[src/rtl/div_meas_pkg.sv]
// Shared types and defaults for the divided-clock ratio monitor.
package div_meas_pkg;

   localparam int CNT_W_DEF    = 8;
   localparam int LOCK_CNT_DEF = 4;
   localparam int RUN_W        = 4;

   typedef enum logic [1:0] {
      IDLE,
      ARMED,
      MEAS,
      LOCKED
   } meas_state_t;

endpackage

[src/rtl/sync_edge_det.sv]
// Two-flop synchronizer plus delay flop; reports the synchronized level and its edges.
module sync_edge_det (
   input  logic clk_in,
   input  logic rst,
   input  logic async_in,
   output logic level,
   output logic rise,
   output logic fall
);

   logic s1, s2, s3;

   // NOTE: flops use non-blocking assignments so every stage samples the pre-edge value of the one before it.
   always_ff @(posedge clk_in or negedge rst) begin
      if (!rst) begin
         s1 <= 1'b0;
         s2 <= 1'b0;
         s3 <= 1'b0;
      end else begin
         s1 <= async_in;
         s2 <= s1;
         s3 <= s2;
      end
   end

   assign level = s2;
   assign rise  = s2 & ~s3;
   assign fall  = ~s2 & s3;

endmodule

[src/rtl/div_ratio_detect.sv]
// Measures the period of clk_div in clk_in cycles and reports ratio, lock, timeout.
// Optional 50% duty check is built when DIV_RATIO_DUTY_CHECK_EN is defined.
module div_ratio_detect
   import div_meas_pkg::*;
#(
   parameter int CNT_W    = CNT_W_DEF,
   parameter int LOCK_CNT = LOCK_CNT_DEF
) (
   input  logic             clk_in,
   input  logic             rst,
   input  logic             clk_div,
   output logic [CNT_W-1:0] ratio,
   output logic             ratio_valid,
   output logic             is_even,
   output logic             locked,
   output logic             mismatch,
   output logic             timeout,
   output logic             duty_err
);

   meas_state_t      state, state_nxt;
   logic [CNT_W-1:0] cnt;
   logic [RUN_W-1:0] run, run_nxt, run_inc;
   logic             sync_level, rise, fall;
   logic             cnt_sat, same, capture;
   logic             locked_nxt, mismatch_nxt, timeout_nxt;

   sync_edge_det u_sync (
      .clk_in   (clk_in),
      .rst      (rst),
      .async_in (clk_div),
      .level    (sync_level),
      .rise     (rise),
      .fall     (fall)
   );

   assign cnt_sat = &cnt;
   assign same    = (cnt == ratio);
   assign run_inc = run + RUN_W'(1);

   always_ff @(posedge clk_in or negedge rst) begin
      if (!rst)          cnt <= '0;
      else if (rise)     cnt <= CNT_W'(1);
      else if (!cnt_sat) cnt <= cnt + CNT_W'(1);
   end

   // NOTE: every output of this block gets a default first, so no path leaves a latch behind.
   always_comb begin
      state_nxt    = state;
      run_nxt      = run;
      capture      = 1'b0;
      locked_nxt   = locked;
      mismatch_nxt = 1'b0;
      timeout_nxt  = timeout;
      if (rise) begin
         timeout_nxt = 1'b0;
         case (state)
            IDLE:  state_nxt = ARMED;
            ARMED: begin
               capture   = 1'b1;
               run_nxt   = RUN_W'(1);
               state_nxt = MEAS;
            end
            MEAS: begin
               capture = 1'b1;
               if (!same) begin
                  run_nxt = RUN_W'(1);
               end else if (run_inc == RUN_W'(LOCK_CNT)) begin
                  run_nxt    = run_inc;
                  locked_nxt = 1'b1;
                  state_nxt  = LOCKED;
               end else begin
                  run_nxt = run_inc;
               end
            end
            LOCKED: begin
               capture = 1'b1;
               if (!same) begin
                  mismatch_nxt = 1'b1;
                  locked_nxt   = 1'b0;
                  run_nxt      = RUN_W'(1);
                  state_nxt    = MEAS;
               end
            end
            default: state_nxt = IDLE;
         endcase
      end else if (cnt_sat) begin
         // A rise in the saturating cycle is handled above and wins.
         timeout_nxt = 1'b1;
         locked_nxt  = 1'b0;
         state_nxt   = IDLE;
      end
   end

   always_ff @(posedge clk_in or negedge rst) begin
      if (!rst) begin
         state       <= IDLE;
         run         <= '0;
         ratio       <= '0;
         ratio_valid <= 1'b0;
         is_even     <= 1'b0;
         locked      <= 1'b0;
         mismatch    <= 1'b0;
         timeout     <= 1'b0;
      end else begin
         state       <= state_nxt;
         run         <= run_nxt;
         ratio_valid <= capture;
         locked      <= locked_nxt;
         mismatch    <= mismatch_nxt;
         timeout     <= timeout_nxt;
         if (capture) begin
            ratio   <= cnt;
            is_even <= ~cnt[0];
         end
      end
   end

`ifdef DIV_RATIO_DUTY_CHECK_EN
   logic [CNT_W-1:0] high_cnt, high_q;
   logic             duty_bad;

   always_ff @(posedge clk_in or negedge rst) begin
      if (!rst) begin
         high_cnt <= '0;
         high_q   <= '0;
         duty_err <= 1'b0;
      end else begin
         if (rise)                         high_cnt <= CNT_W'(1);
         else if (sync_level && !(&high_cnt)) high_cnt <= high_cnt + CNT_W'(1);
         if (fall) high_q <= high_cnt;
         duty_err <= capture & duty_bad;
      end
   end

   // One extra bit so high*2 cannot wrap for long high phases.
   assign duty_bad = ({high_q, 1'b0} != {1'b0, cnt});
`else
   logic unused_level;
   assign unused_level = sync_level ^ fall;
   assign duty_err     = 1'b0;
`endif

endmodule
[config.mk]
export PLATFORM = sky130hd
export DESIGN_NAME = div_ratio_detect
export DESIGN_NICKNAME = d
export VERILOG_FILES = /design/src/rtl/div_meas_pkg.sv /design/src/rtl/sync_edge_det.sv /design/src/rtl/div_ratio_detect.sv
export SDC_FILE = /design/constraint.sdc
export NUM_CORES = 1
export LEC_CHECK = 0
export CAP_MARGIN = 20
export CORE_MARGIN = 1.5
export CORE_UTILIZATION = 29
export DETAILED_ROUTE_END_ITERATION = 10
export PLACE_DENSITY = 0.54
export SYNTH_ARGS = -nofsm -noshare
export SYNTH_HDL_FRONTEND = slang
export SYNTH_HIERARCHICAL = 1
export SYNTH_SLANG_ARGS = --single-unit
[constraint.sdc]
create_clock -name clk_in -period 2.1 [get_ports clk_in]
set_input_delay 0.21 -clock clk_in [delete_from_list [all_inputs] [get_ports clk_in]]
set_output_delay 0.21 -clock clk_in [all_outputs]
set_load 0.1 [all_outputs]
After elaboration in Yosys (flattened, before gate mapping)
Index checks and enable logic that the tools add are counted.
{"block": "word_totals", "regBits": 30, "latch_bits": 0, "ramBits": 0, "rom_bits": 0, "in_bits": 3, "out_inout_bits": 14, "wordCells": 60, "memories": 0}
{"block": "classes", "n_addsub": 2, "n_mul": 0, "n_div": 0, "order_cmp": 0, "eq_ne": 11, "shift": 0, "n_mux": 24, "bitwise": 3, "reduce_logical": 8}
{"operator": "two-way mux 8 bit", "count": 2}
{"operator": "two-way mux 1 bit", "count": 12}
{"operator": "one-hot mux 4 bit (3 select lines)", "count": 1}
{"operator": "two-way mux 2 bit", "count": 5}
{"operator": "inequality test 3 bit, second input constant", "count": 3}
{"operator": "adder 8 x 1 -> 8 bit, second input constant", "count": 1}
{"operator": "equality test 8 bit", "count": 1}
{"operator": "two-way mux 4 bit", "count": 2}
{"operator": "one-hot mux 2 bit (4 select lines)", "count": 1}
{"operator": "AND reduction 8 bit", "count": 1}
{"operator": "AND reduction 5 bit", "count": 1}
{"operator": "adder 4 x 1 -> 4 bit, second input constant", "count": 1}
{"operator": "equality test 2 bit, second input constant", "count": 2}
{"operator": "equality test 4 x 3 -> 1 bit, second input constant", "count": 1}
{"operator": "inequality test 2 bit, second input constant", "count": 2}
{"operator": "AND reduction 4 bit", "count": 1}
{"operator": "inequality test 3 x 1 -> 1 bit, second input constant", "count": 1}
{"operator": "AND reduction 3 bit", "count": 1}
{"operator": "nonzero test 3 bit", "count": 1}
{"operator": "OR reduction 3 bit", "count": 1}
{"operator": "equality test 2 x 1 -> 1 bit, second input constant", "count": 1}
{"operator": "zero test 2 bit", "count": 1}
{"operator": "inverter 1 bit", "count": 2}
{"operator": "one-hot mux 1 bit (2 select lines)", "count": 1}
{"operator": "other kinds (2)", "count": 2}

Longest topological paths before layout
Gate-level depths: netlist (run 1).
{"block": "logic_depth", "depth_word": 6, "depth_mapped": 6, "depth_no_buf": 5}

Cells and area by module
Netlist (run 1), hierarchy kept.
{"mod": "div_ratio_detect", "n_inst": 1, "cells_each": 155, "area_per_inst_um2": 1445.1, "seq_area_each_um2": 675.6}
{"mod": "sync_edge_det", "n_inst": 1, "cells_each": 5, "area_per_inst_um2": 90.1, "seq_area_each_um2": 75.1}

Worst setup path after synthesis (run 1)
Ideal clock, no wire load.
{"block": "synth_path", "path_type": "reg2reg", "from": "reg ratio[3]", "to": "reg state[0]", "arrival_ns": 1.943, "required_ns": 2.013, "path_slack_ns": 0.070, "stages_incl_launch_ff": 5, "path_buffers": 0, "path_cell_list": "dfrtp_1 xor2_1 nor4_4 nand3_2 a211oi_2"}
{"block": "synth_via", "elab_chain_len": 3}
{"item": "start, declared", "line_no": "div_ratio_detect.sv:12", "rtl": "output logic [CNT_W-1:0] ratio,"}
{"item": "start signal, assigned", "line_no": "div_ratio_detect.sv:113", "rtl": "ratio <= cnt;"}
{"item": "equality test 8 bit *", "line_no": "div_ratio_detect.sv:38", "rtl": "assign same = (cnt == ratio);"}
{"item": "inequality test 3 bit (no line)"}
{"item": "AND reduction 4 bit (no line) *"}
{"item": "end signal, assigned", "line_no": "div_ratio_detect.sv:106", "rtl": "state <= state_nxt;"}
{"item": "end, declared", "line_no": "div_ratio_detect.sv:21", "rtl": "meas_state_t state, state_nxt;"}
Every way passes the cells marked *; elsewhere a longest branch is shown, timed or not.
A chain may end at the register's enable or synchronous reset.

Worst setup path in the final report (run 1)
{"block": "layout_path", "from": "reg cnt[0]", "to": "reg locked"}
{"block": "layout_via", "elab_chain_len": 3}
{"item": "start, declared", "line_no": "div_ratio_detect.sv:22", "rtl": "logic [CNT_W-1:0] cnt;"}
{"item": "start signal, assigned", "line_no": "div_ratio_detect.sv:44", "rtl": "else if (!cnt_sat) cnt <= cnt + CNT_W'(1);"}
{"item": "equality test 8 bit or AND reduction 8 bit (tied branches)", "line_no": "div_ratio_detect.sv:38, div_ratio_detect.sv:37"}
{"item": "inequality test 3 bit (no line) or nonzero test 2 bit (tied branches)"}
{"item": "AND reduction 5 bit (no line) *"}
{"item": "end signal, assigned", "line_no": "div_ratio_detect.sv:109", "rtl": "locked <= locked_nxt;"}
{"item": "end, declared", "line_no": "div_ratio_detect.sv:15", "rtl": "output logic locked,"}
Marked as above.

==> summary.txt, run 1 <==
===============================================================================================
Outcome .......................................................................... finished clean
Post-CTS setup-driven buffer insertion count .....................................            0
DIE AREA .........................................................................    5708 um^2
Number of filler cells placed in the layout ......................................          557
Startpoint class of the critical path ............................................         flop
Overall Power ....................................................................     2.125 mW
Leakage power of the design ......................................................    0.8473 nW
Clock Sink Count .................................................................           30
Routed wire length on met2 .......................................................      1508 um
Maximum number of pins on one net before global-route repair .....................           31
Number of port buffers ...........................................................           15
Maximum vdd drop .................................................................    0.4589 mV
Number of antenna violations at the first check in global routing ................            0
Number of gates resized after CTS ................................................            0
All-Layer GR Usage ...............................................................       13.23%
Clk buf depth ....................................................................            2
Via count normalized by instance count ...........................................        4.835
Cell type of the slowest stage on the worst timing path .......................... sky130_fd_sc_hd__dfrtp_1
Clock latency reported for the late side of the worst-skew pair ..................       280 ps
Total via count in the routed design .............................................         1199
Routed len/inst ..................................................................     12.86 um
Height of the die ................................................................     75.55 um
First-pass iteration count of the detailed router ................................            4
Worst setup slack for register-to-register paths .................................       330 ps
Post-synthesis to final-layout area growth .......................................       18.44%
Worst EP required ................................................................      2270 ps
Overflow left after global routing ...............................................            0
Wire length of the first global-routing pass .....................................      5595 um
Net count after synthesis ........................................................          165
Final max-slew violation count ...................................................            0
Kind of capture point of the worst setup path ....................................         flop
Layout cells sized above 1 .......................................................       17.42%
RSZ-0062 raised after global routing .............................................           no
Width of the die .................................................................     75.55 um
Classification of the worst setup path ........................................... flop to flop
Netlist Area Pre-Place ...........................................................    1526 um^2
Routability cong. ................................................................       0.8070
Setup violation total in the final timing report .................................            0
Number of levels in the clock H-tree .............................................            2
Effective utilization at floorplan ...............................................       30.08%
DP Worst Slack ...................................................................     307.0 ps
Instance count after placement with tap cells included ...........................          240
Number of global-route vias before repair ........................................         1143
Cell count of the worst reg-to-reg path ..........................................            5
Final worst path period share ....................................................       84.43%
Final period demand of the worst path ............................................      1773 ps
Number of warnings reported in the yosys synthesis log ...........................            6
Residual DRC count ...............................................................            0
CTS root buffer .................................................................. sky130_fd_sc_hd__clkbuf_8
Critical Path Fanout Max .........................................................            7
Syn avg cell area ................................................................   9.600 um^2
Nets .............................................................................          183
Final Skew .......................................................................     2.897 ps
Number of standard cells in the layout, taps in and fillers out ..................          248
Number of buffers created by CTS .................................................            5
I/O pin cnt ......................................................................           17
Cells along the critical path .................................................... ha_1, nand3_1, nor2_1, nand2_1, a32o_1
Max-capacitance violation count ..................................................            0
Area of the core region ..........................................................    5075 um^2
Total power divided by cell area ................................................. 1175 nW/um^2
First-iteration detailed-routing DRC count .......................................           40
Quantity of hold-fixing buffers added after cts ..................................            0
Crit path largest cell delay .....................................................       470 ps
Uppermost layer routed ...........................................................         met4
Path category of the worst min-delay check ....................................... input pin to asynchronous set/reset pin
Met1 Routed Length ...............................................................      1542 um
Count of mapped cells out of synthesis ...........................................          159
Met3 layer wire length in the routed design ......................................        96 um
Post-detailed-route count of antenna-violating nets ..............................            0
Worst setup margin ...............................................................     326.9 ps
Count of standard-cell rows ......................................................           26
Placed wire-length estimate after detailed placement .............................      2222 um
Max frequency ....................................................................    564.0 MHz
Arrival time reported for the critical path endpoint .............................      1940 ps
TritonCTS clock tree .............................................................         done
Sum of routed wire length over all layers ........................................      3190 um
Clock input transition at the sequential cells of the worst setup and hold paths .        60 ps
Final antenna diode count ........................................................            0
Hold Violations, Final ...........................................................            0
Post-route setup TNS .............................................................         0 ps
===============================================================================================
## sequential cells by signal (all words and copies together), names as in the netlist
register      cells
mismatch          1
locked            1
ratio             8
is_even           1
u_sync/s1         1
run               4
u_sync/s3         1
state             2
timeout           1
cnt               8
ratio_valid       1
u_sync/level      1
## final cells by class
class                   instances  area (um^2)  share of cell area, %
clock inverters                 1        5.005                 0.2768
clock buffers                   7        86.33                  4.775
repair buffers                 19        147.6                  8.166
flip-flops and latches         30        750.7                  41.52
multi-input cells             117        715.7                  39.58
well taps                      70        87.58                  4.844
inverters                       4        15.01                 0.8305
## layout by cell type (no fill, tap or decap), types with 2 or more instances in the layout
master	instances
sky130_fd_sc_hd__nor2_1	11
sky130_fd_sc_hd__nand3_1	3
sky130_fd_sc_hd__nor3b_1	3
sky130_fd_sc_hd__o21ai_1	2
sky130_fd_sc_hd__clkdlybuf4s50_1	2
sky130_fd_sc_hd__inv_1	2
sky130_fd_sc_hd__dfrtp_1	30
sky130_fd_sc_hd__clkinv_1	2
sky130_fd_sc_hd__a31oi_1	4
sky130_fd_sc_hd__o21ai_0	6
sky130_fd_sc_hd__xor2_1	9
sky130_fd_sc_hd__clkbuf_8	6
sky130_fd_sc_hd__nand4_1	7
sky130_fd_sc_hd__ha_1	3
sky130_fd_sc_hd__a21oi_1	4
sky130_fd_sc_hd__nand2_1	33
sky130_fd_sc_hd__and3_1	3
sky130_fd_sc_hd__nor4_4	2
sky130_fd_sc_hd__buf_4	17
sky130_fd_sc_hd__nor3_1	5
sky130_fd_sc_hd__nor2b_1	3
## worst max-delay path, delay by kind of cell (launching register included)
family                   cells  cell delay [ps]
adder cells (fa/ha/maj)      1              250
AO/OA/AOI/OAI                1              260
AND/OR/NAND/NOR              3              680
flip-flops                   1              470
## per-layer routing
metal  vias up  GRT usage (%)
met5         -              0
met3         6          3.968
met1       583          17.96
met2        22          20.18
met4         0          4.563
li1        588              -
## through the flow
step	area (um^2)	util (%)	hold slack [ps]
floorplan	1526	-	-85.59
global placement	1717	33.83	336.9
detailed placement	1717	33.83	334.7
CTS	1808	35.63	328.5
global route	1808	35.63	368.8
finish	1808	35.63	313.1
## where the power goes
part	total [mW]	switching [mW]	internal [mW]
clock network	0.476	0.212	0.264
logic	0.830	0.583	0.247
registers	0.820	0.143	0.677
## final timing paths
kind	startpoint	to
min in group clk_in	u_sync/s1	u_sync/level
max	cnt[0]	locked
max in group asynchronous	rst	run[1]
min	rst	ratio[4]
max reg2reg	cnt[0]	locked
min reg2reg	u_sync/s1	u_sync/level
(Power assumes the default switching activity.)
==> run 2, diff against run 1 <==
clock period = 1.69 ns   (was 2.1 ns; I/O delays follow)
==> run 2 against run 1 <==
Effect of this change:
- first-iteration DRC count decreased by 7.5%
- die area unchanged
- power up 39%
- sequential share of layout area fell by 4.0 points
- non-clock buffer count up 11
- worst hold slack worse by 39 ps
- combinational power up 58%
- via count increased by 3.0%
- largest power group unchanged
- final area is 14% higher
- utilization rose by 5.0 points
- critical endpoint unchanged
- clock power up 24%
==> summary.txt, run 2 (synthesis results as in run 1) <==
===============================================================================================
Hold Violations, Final ...........................................................            0
First-pass iteration count of the detailed router ................................            4
DP Worst Slack ...................................................................     34.46 ps
Final worst path period share ....................................................       93.44%
All-Layer GR Usage ...............................................................       14.28%
Area of the core region ..........................................................    5075 um^2
CTS root buffer .................................................................. sky130_fd_sc_hd__clkbuf_8
Maximum number of pins on one net before global-route repair .....................           31
Routability cong. ................................................................       0.8458
Maximum vdd drop .................................................................    0.9445 mV
Worst setup slack for register-to-register paths .................................       110 ps
Arrival time reported for the critical path endpoint .............................      1750 ps
Final antenna diode count ........................................................            0
Effective utilization at floorplan ...............................................       30.08%
Post-detailed-route count of antenna-violating nets ..............................            0
TritonCTS clock tree .............................................................         done
Critical Path Fanout Max .........................................................            8
Max-capacitance violation count ..................................................            0
Count of standard-cell rows ......................................................           26
Final max-slew violation count ...................................................            0
Number of buffers created by CTS .................................................            5
First-iteration detailed-routing DRC count .......................................           37
R2R Path Start ...................................................................       run[0]
Placed wire-length estimate after detailed placement .............................      2463 um
Startpoint class of the critical path ............................................         flop
Final period demand of the worst path ............................................      1579 ps
Residual DRC count ...............................................................            0
Classification of the worst setup path ........................................... flop to flop
Clock latency reported for the late side of the worst-skew pair ..................       280 ps
Setup violation total in the final timing report .................................            0
Wire length of the first global-routing pass .....................................      5954 um
Most common cell after layout, fill and taps aside ............................... sky130_fd_sc_hd__nand2_1
Width of the die .................................................................     75.55 um
DIE AREA .........................................................................    5708 um^2
Clock input transition at the sequential cells of the worst setup and hold paths .        60 ps
Height of the die ................................................................     75.55 um
Number of global-route vias before repair ........................................         1281
Number of antenna violations at the first check in global routing ................            0
Clock Sink Count .................................................................           30
Routed len/inst ..................................................................     13.38 um
Outcome .......................................................................... finished clean
RSZ-0062 raised after global routing .............................................           no
Leading registers by flop count .................................................. cnt: 8 flops, ratio: 8 flops, run: 4 flops
Layout cells sized above 1 .......................................................       29.10%
Cell count of the worst reg-to-reg path ..........................................            5
Leakage power of the design ......................................................    0.9263 nW
Worst EP required ................................................................      1860 ps
Final Skew .......................................................................     5.097 ps
Number of port buffers ...........................................................           15
Overflow left after global routing ...............................................            0
Max frequency ....................................................................    633.3 MHz
Commonest cells after routing, fill and taps aside ............................... sky130_fd_sc_hd__nand2_1 (33), sky130_fd_sc_hd__dfrtp_1 (20), sky130_fd_sc_hd__buf_4 (17), sky130_fd_sc_hd__nor2_1 (11), sky130_fd_sc_hd__buf_12 (11)
Worst setup margin ...............................................................     110.9 ps
Post-synthesis to final-layout area growth .......................................       35.00%
Total power divided by cell area ................................................. 1434 nW/um^2
Via count normalized by instance count ...........................................        4.768
I/O pin cnt ......................................................................           17
Nets .............................................................................          194
Endpoint of the most critical register-to-register path ..........................       locked
Sum of routed wire length over all layers ........................................      3466 um
Clk buf depth ....................................................................            2
Post-route setup TNS .............................................................         0 ps
Total via count in the routed design .............................................         1235
Kind of capture point of the worst setup path ....................................         flop
Path category of the worst min-delay check ....................................... input pin to asynchronous set/reset pin
Number of levels in the clock H-tree .............................................            2
===============================================================================================
## run 2: changes by cell type in the layout (fill, tap and decap cells not counted)
cell                       delta
sky130_fd_sc_hd__buf_12      +11
sky130_fd_sc_hd__nand3_2      +1
sky130_fd_sc_hd__inv_2        +1
sky130_fd_sc_hd__clkinv_1     -1
sky130_fd_sc_hd__dfrtp_2      +6
sky130_fd_sc_hd__dfrtp_4      +4
sky130_fd_sc_hd__nor3b_2      +1
sky130_fd_sc_hd__nand3_1      -1
sky130_fd_sc_hd__nor3b_1      -1
sky130_fd_sc_hd__dfrtp_1     -10
## run 2: how the worst max path moves through the flow
| stage | start | to |
|---|---|---|
| finish | run[0] | locked |
| global route | run[0] | state[0] |
| floorplan | ratio[3] | state[0] |
| detailed placement | ratio[6] | run[2] |
| global placement | ratio[6] | state[0] |
| CTS | ratio[3] | state[0] |
## run 2: metrics by stage
| stage | util, % | hold WS (ps) | cell area [um^2] | instances | power [mW] |
|---|---|---|---|---|---|
| floorplan | - | -126.6 | 1546 | 159 | 1.841 |
| global placement | 38.41 | 337.0 | 1949 | 250 | 2.311 |
| CTS | 40.36 | 284.2 | 2048 | 259 | 2.980 |
| global route | 40.61 | 303.4 | 2061 | 259 | 3.138 |
| detailed placement | 38.41 | 347.1 | 1949 | 250 | 2.322 |
| finish | 40.61 | 274.1 | 2061 | 259 | 2.956 |
## run 2: routing by layer
metal	part of all wire, %	vias up	track usage (%)
met3	3.0	8	4.630
met2	47	14	22.51
met5	0	-	0
met4	2.2	0	6.349
met1	47	605	17.95
li1	-	608	-
## run 2: cell type report
cell class                      instances  area, um^2
Timing Repair Buffer                   30       367.9
Inverter                                4       15.01
Fill cell                             524        3014
Sequential cell                        30       773.2
Multi-Input combinational cell        117       725.7
Clock buffer                            7       86.33
Clock inverter                          1       5.005
Tap cell                               70       87.58
## run 2: worst max-delay path: stages (launching register included)
cell and delay (ps):
sky130_fd_sc_hd__dfrtp_1 470, sky130_fd_sc_hd__ha_1 250, sky130_fd_sc_hd__and3b_1 190, sky130_fd_sc_hd__a31oi_1 260, sky130_fd_sc_hd__o41ai_1 100, sky130_fd_sc_hd__a32o_1 210
## run 2: power by group
part / total (mW) / internal (mW) / leakage (nW) / switching (mW)
Combinational: 1.31 / 0.535 / 0.506 / 0.776
Clock: 0.590 / 0.328 / 0.0482 / 0.262
Sequential: 1.05 / 0.863 / 0.372 / 0.192
Total: 2.96 / 1.73 / 0.926 / 1.23
## run 2: repair_timing
action                     CTS  global route
pin swaps                    1             1
resized for setup            0             5
setup endpoints to repair    1             3
setup buffers                1             0
hold buffers                 0             0
gates cloned                 0             0
==> run 3, diff against run 2 <==
PLACE_DENSITY = 0.51   (was 0.54)
==> run 3 against run 2 <==
Effect of this change:
- wire length about the same
- non-clock buffer count is 2 higher
- via count grew 1.7%
- die area unchanged
- register-to-register slack worse by 50 ps
- worst setup slack worse by 46 ps
- cell count up 0.77%
- power increased by 0.11%
- utilization increased by 0.099 points
- combinational power up 4%
- clock power decreased by 6.9%
- sequential share of layout area down 0.15 points
==> summary.txt, run 3 (synthesis results as in run 1) <==
===============================================================================================
Capturing element of the worst setup path ........................................     state[0]
Residual DRC count ...............................................................            0
Post-route cell area .............................................................    2066 um^2
Worst EP required ................................................................      1850 ps
Classification of the worst setup path ........................................... flop to flop
Final period demand of the worst path ............................................      1625 ps
Outcome .......................................................................... finished clean
All-Layer GR Usage ...............................................................       13.42%
Sum of routed wire length over all layers ........................................      3467 um
DP Area ..........................................................................    1942 um^2
Most common cell after layout, fill and taps aside ............................... sky130_fd_sc_hd__nand2_1
Leakage power of the design ......................................................    0.9241 nW
Width of the die .................................................................     75.55 um
Post-detailed-route count of antenna-violating nets ..............................            0
TritonCTS clock tree .............................................................         done
Clock input transition at the sequential cells of the worst setup and hold paths .        60 ps
First-pass iteration count of the detailed router ................................            4
Post-synthesis to final-layout area growth .......................................       35.33%
Wire length of the first global-routing pass .....................................      5699 um
Clock Sink Count .................................................................           30
Maximum vdd drop .................................................................    0.7370 mV
Clk buf depth ....................................................................            2
DIE AREA .........................................................................    5708 um^2
Post-Route Hold Slack ............................................................     279.3 ps
Worst setup startpoint ...........................................................       cnt[1]
Clock latency reported for the late side of the worst-skew pair ..................       280 ps
Layout cells sized above 1 .......................................................       28.27%
RSZ-0062 raised after global routing .............................................           no
Via count normalized by instance count ...........................................        4.812
Number of filler cells placed in the layout ......................................          527
Number of global-route vias before repair ........................................         1194
Routability cong. ................................................................       0.7840
Final Skew .......................................................................     5.716 ps
Path category of the worst min-delay check ....................................... input pin to asynchronous set/reset pin
Area of the core region ..........................................................    5075 um^2
Final max-slew violation count ...................................................            0
Post-route setup TNS .............................................................         0 ps
Final worst path period share ....................................................       96.14%
Nets .............................................................................          196
Total via count in the routed design .............................................         1256
Setup violation total in the final timing report .................................            0
Startpoint class of the critical path ............................................         flop
Kind of capture point of the worst setup path ....................................         flop
Final antenna diode count ........................................................            0
Worst setup slack for register-to-register paths .................................        70 ps
Overall Power ....................................................................     2.959 mW
Number of antenna violations at the first check in global routing ................            0
Number of port buffers ...........................................................           15
Arrival time reported for the critical path endpoint .............................      1780 ps
I/O pin cnt ......................................................................           17
Cell count of the worst reg-to-reg path ..........................................            5
Total power divided by cell area ................................................. 1432 nW/um^2
Hold Violations, Final ...........................................................            0
Placed wire-length estimate after detailed placement .............................      2463 um
Max frequency ....................................................................    615.5 MHz
Max-capacitance violation count ..................................................            0
Number of levels in the clock H-tree .............................................            2
Number of buffers created by CTS .................................................            5
Fraction of the core area covered by cells at the end of the flow ................       40.71%
R2R Path Start ...................................................................       cnt[1]
Endpoint of the most critical register-to-register path ..........................     state[0]
Commonest cells after routing, fill and taps aside ............................... sky130_fd_sc_hd__nand2_1 (33), sky130_fd_sc_hd__dfrtp_1 (21), sky130_fd_sc_hd__buf_4 (19), sky130_fd_sc_hd__nor2_1 (11), sky130_fd_sc_hd__buf_12 (11)
Critical Path Fanout Max .........................................................            6
Maximum number of pins on one net before global-route repair .....................           31
Effective utilization at floorplan ...............................................       30.08%
Leading registers by flop count .................................................. cnt: 8 flops, ratio: 8 flops, run: 4 flops
CTS root buffer .................................................................. sky130_fd_sc_hd__clkbuf_8
Height of the die ................................................................     75.55 um
Routed len/inst ..................................................................     13.28 um
Count of standard-cell rows ......................................................           26
First-iteration detailed-routing DRC count .......................................           71
Overflow left after global routing ...............................................            0
===============================================================================================
run 3: how the worst min path moves through the flow:
| stage | start | to | slack (ps) | cells after the start |
|---|---|---|---|---|
| final | rst | run[3] | 280 | 2 |
| after global routing | rst | run[3] | 310 | 2 |
| after CTS | rst | run[3] | 300 | 2 |
| after detailed placement | u_sync/s1 | u_sync/level | 340 | 0 |
| after global placement | u_sync/s1 | u_sync/level | 340 | 0 |
| after floorplan | rst | cnt[0] | -130 | 0 |
run 3: per-layer routing:
layer  share of wire (%)  track usage [%]  vias up
li1                    -                -      615
met1                  46            17.07      614
met2                  49            22.22       25
met3                 4.1            4.101        2
met4                0.81            3.571        0
met5                   0                0        -
run 3: layout make-up:
class	instances	area, um^2	area share [%]
timing repair buffer	32	382.9	18.53
inverter	4	15.01	0.7268
sequential	30	772.0	37.37
tap	70	87.58	4.240
clock buffer	8	80.08	3.876
multi-input combinational	117	728.2	35.25
run 3: worst max-delay path, stage by stage, from the launching register on:
cell                       delay, ps
sky130_fd_sc_hd__dfrtp_1         460
sky130_fd_sc_hd__ha_2            270
sky130_fd_sc_hd__nand3_2         150
sky130_fd_sc_hd__or2_2           380
sky130_fd_sc_hd__a21oi_1         190
sky130_fd_sc_hd__a211oi_2         60
run 3: metrics by stage:
step / setup WS [ps] / cells
after CTS: 11.68 / 259
final: 65.27 / 261
after global placement: 16.49 / 249
after global routing: 2.928 / 261
after floorplan: 12.22 / 159
after detailed placement: 6.252 / 249
run 3: where the power goes:
part / switching [mW] / leakage [nW] / internal [mW]
logic: 0.786 / 0.511 / 0.573
registers: 0.190 / 0.373 / 0.861
clock network: 0.257 / 0.0395 / 0.292
run 3: repair_timing:
item / in CTS / in global routing
buffers inserted: 2 / 2
hold buffers: 0 / 0
endpoints found under the setup margin: 1 / 4
gates resized for setup: 1 / 3
gates cloned: 0 / 0
pin swaps: 1 / 1
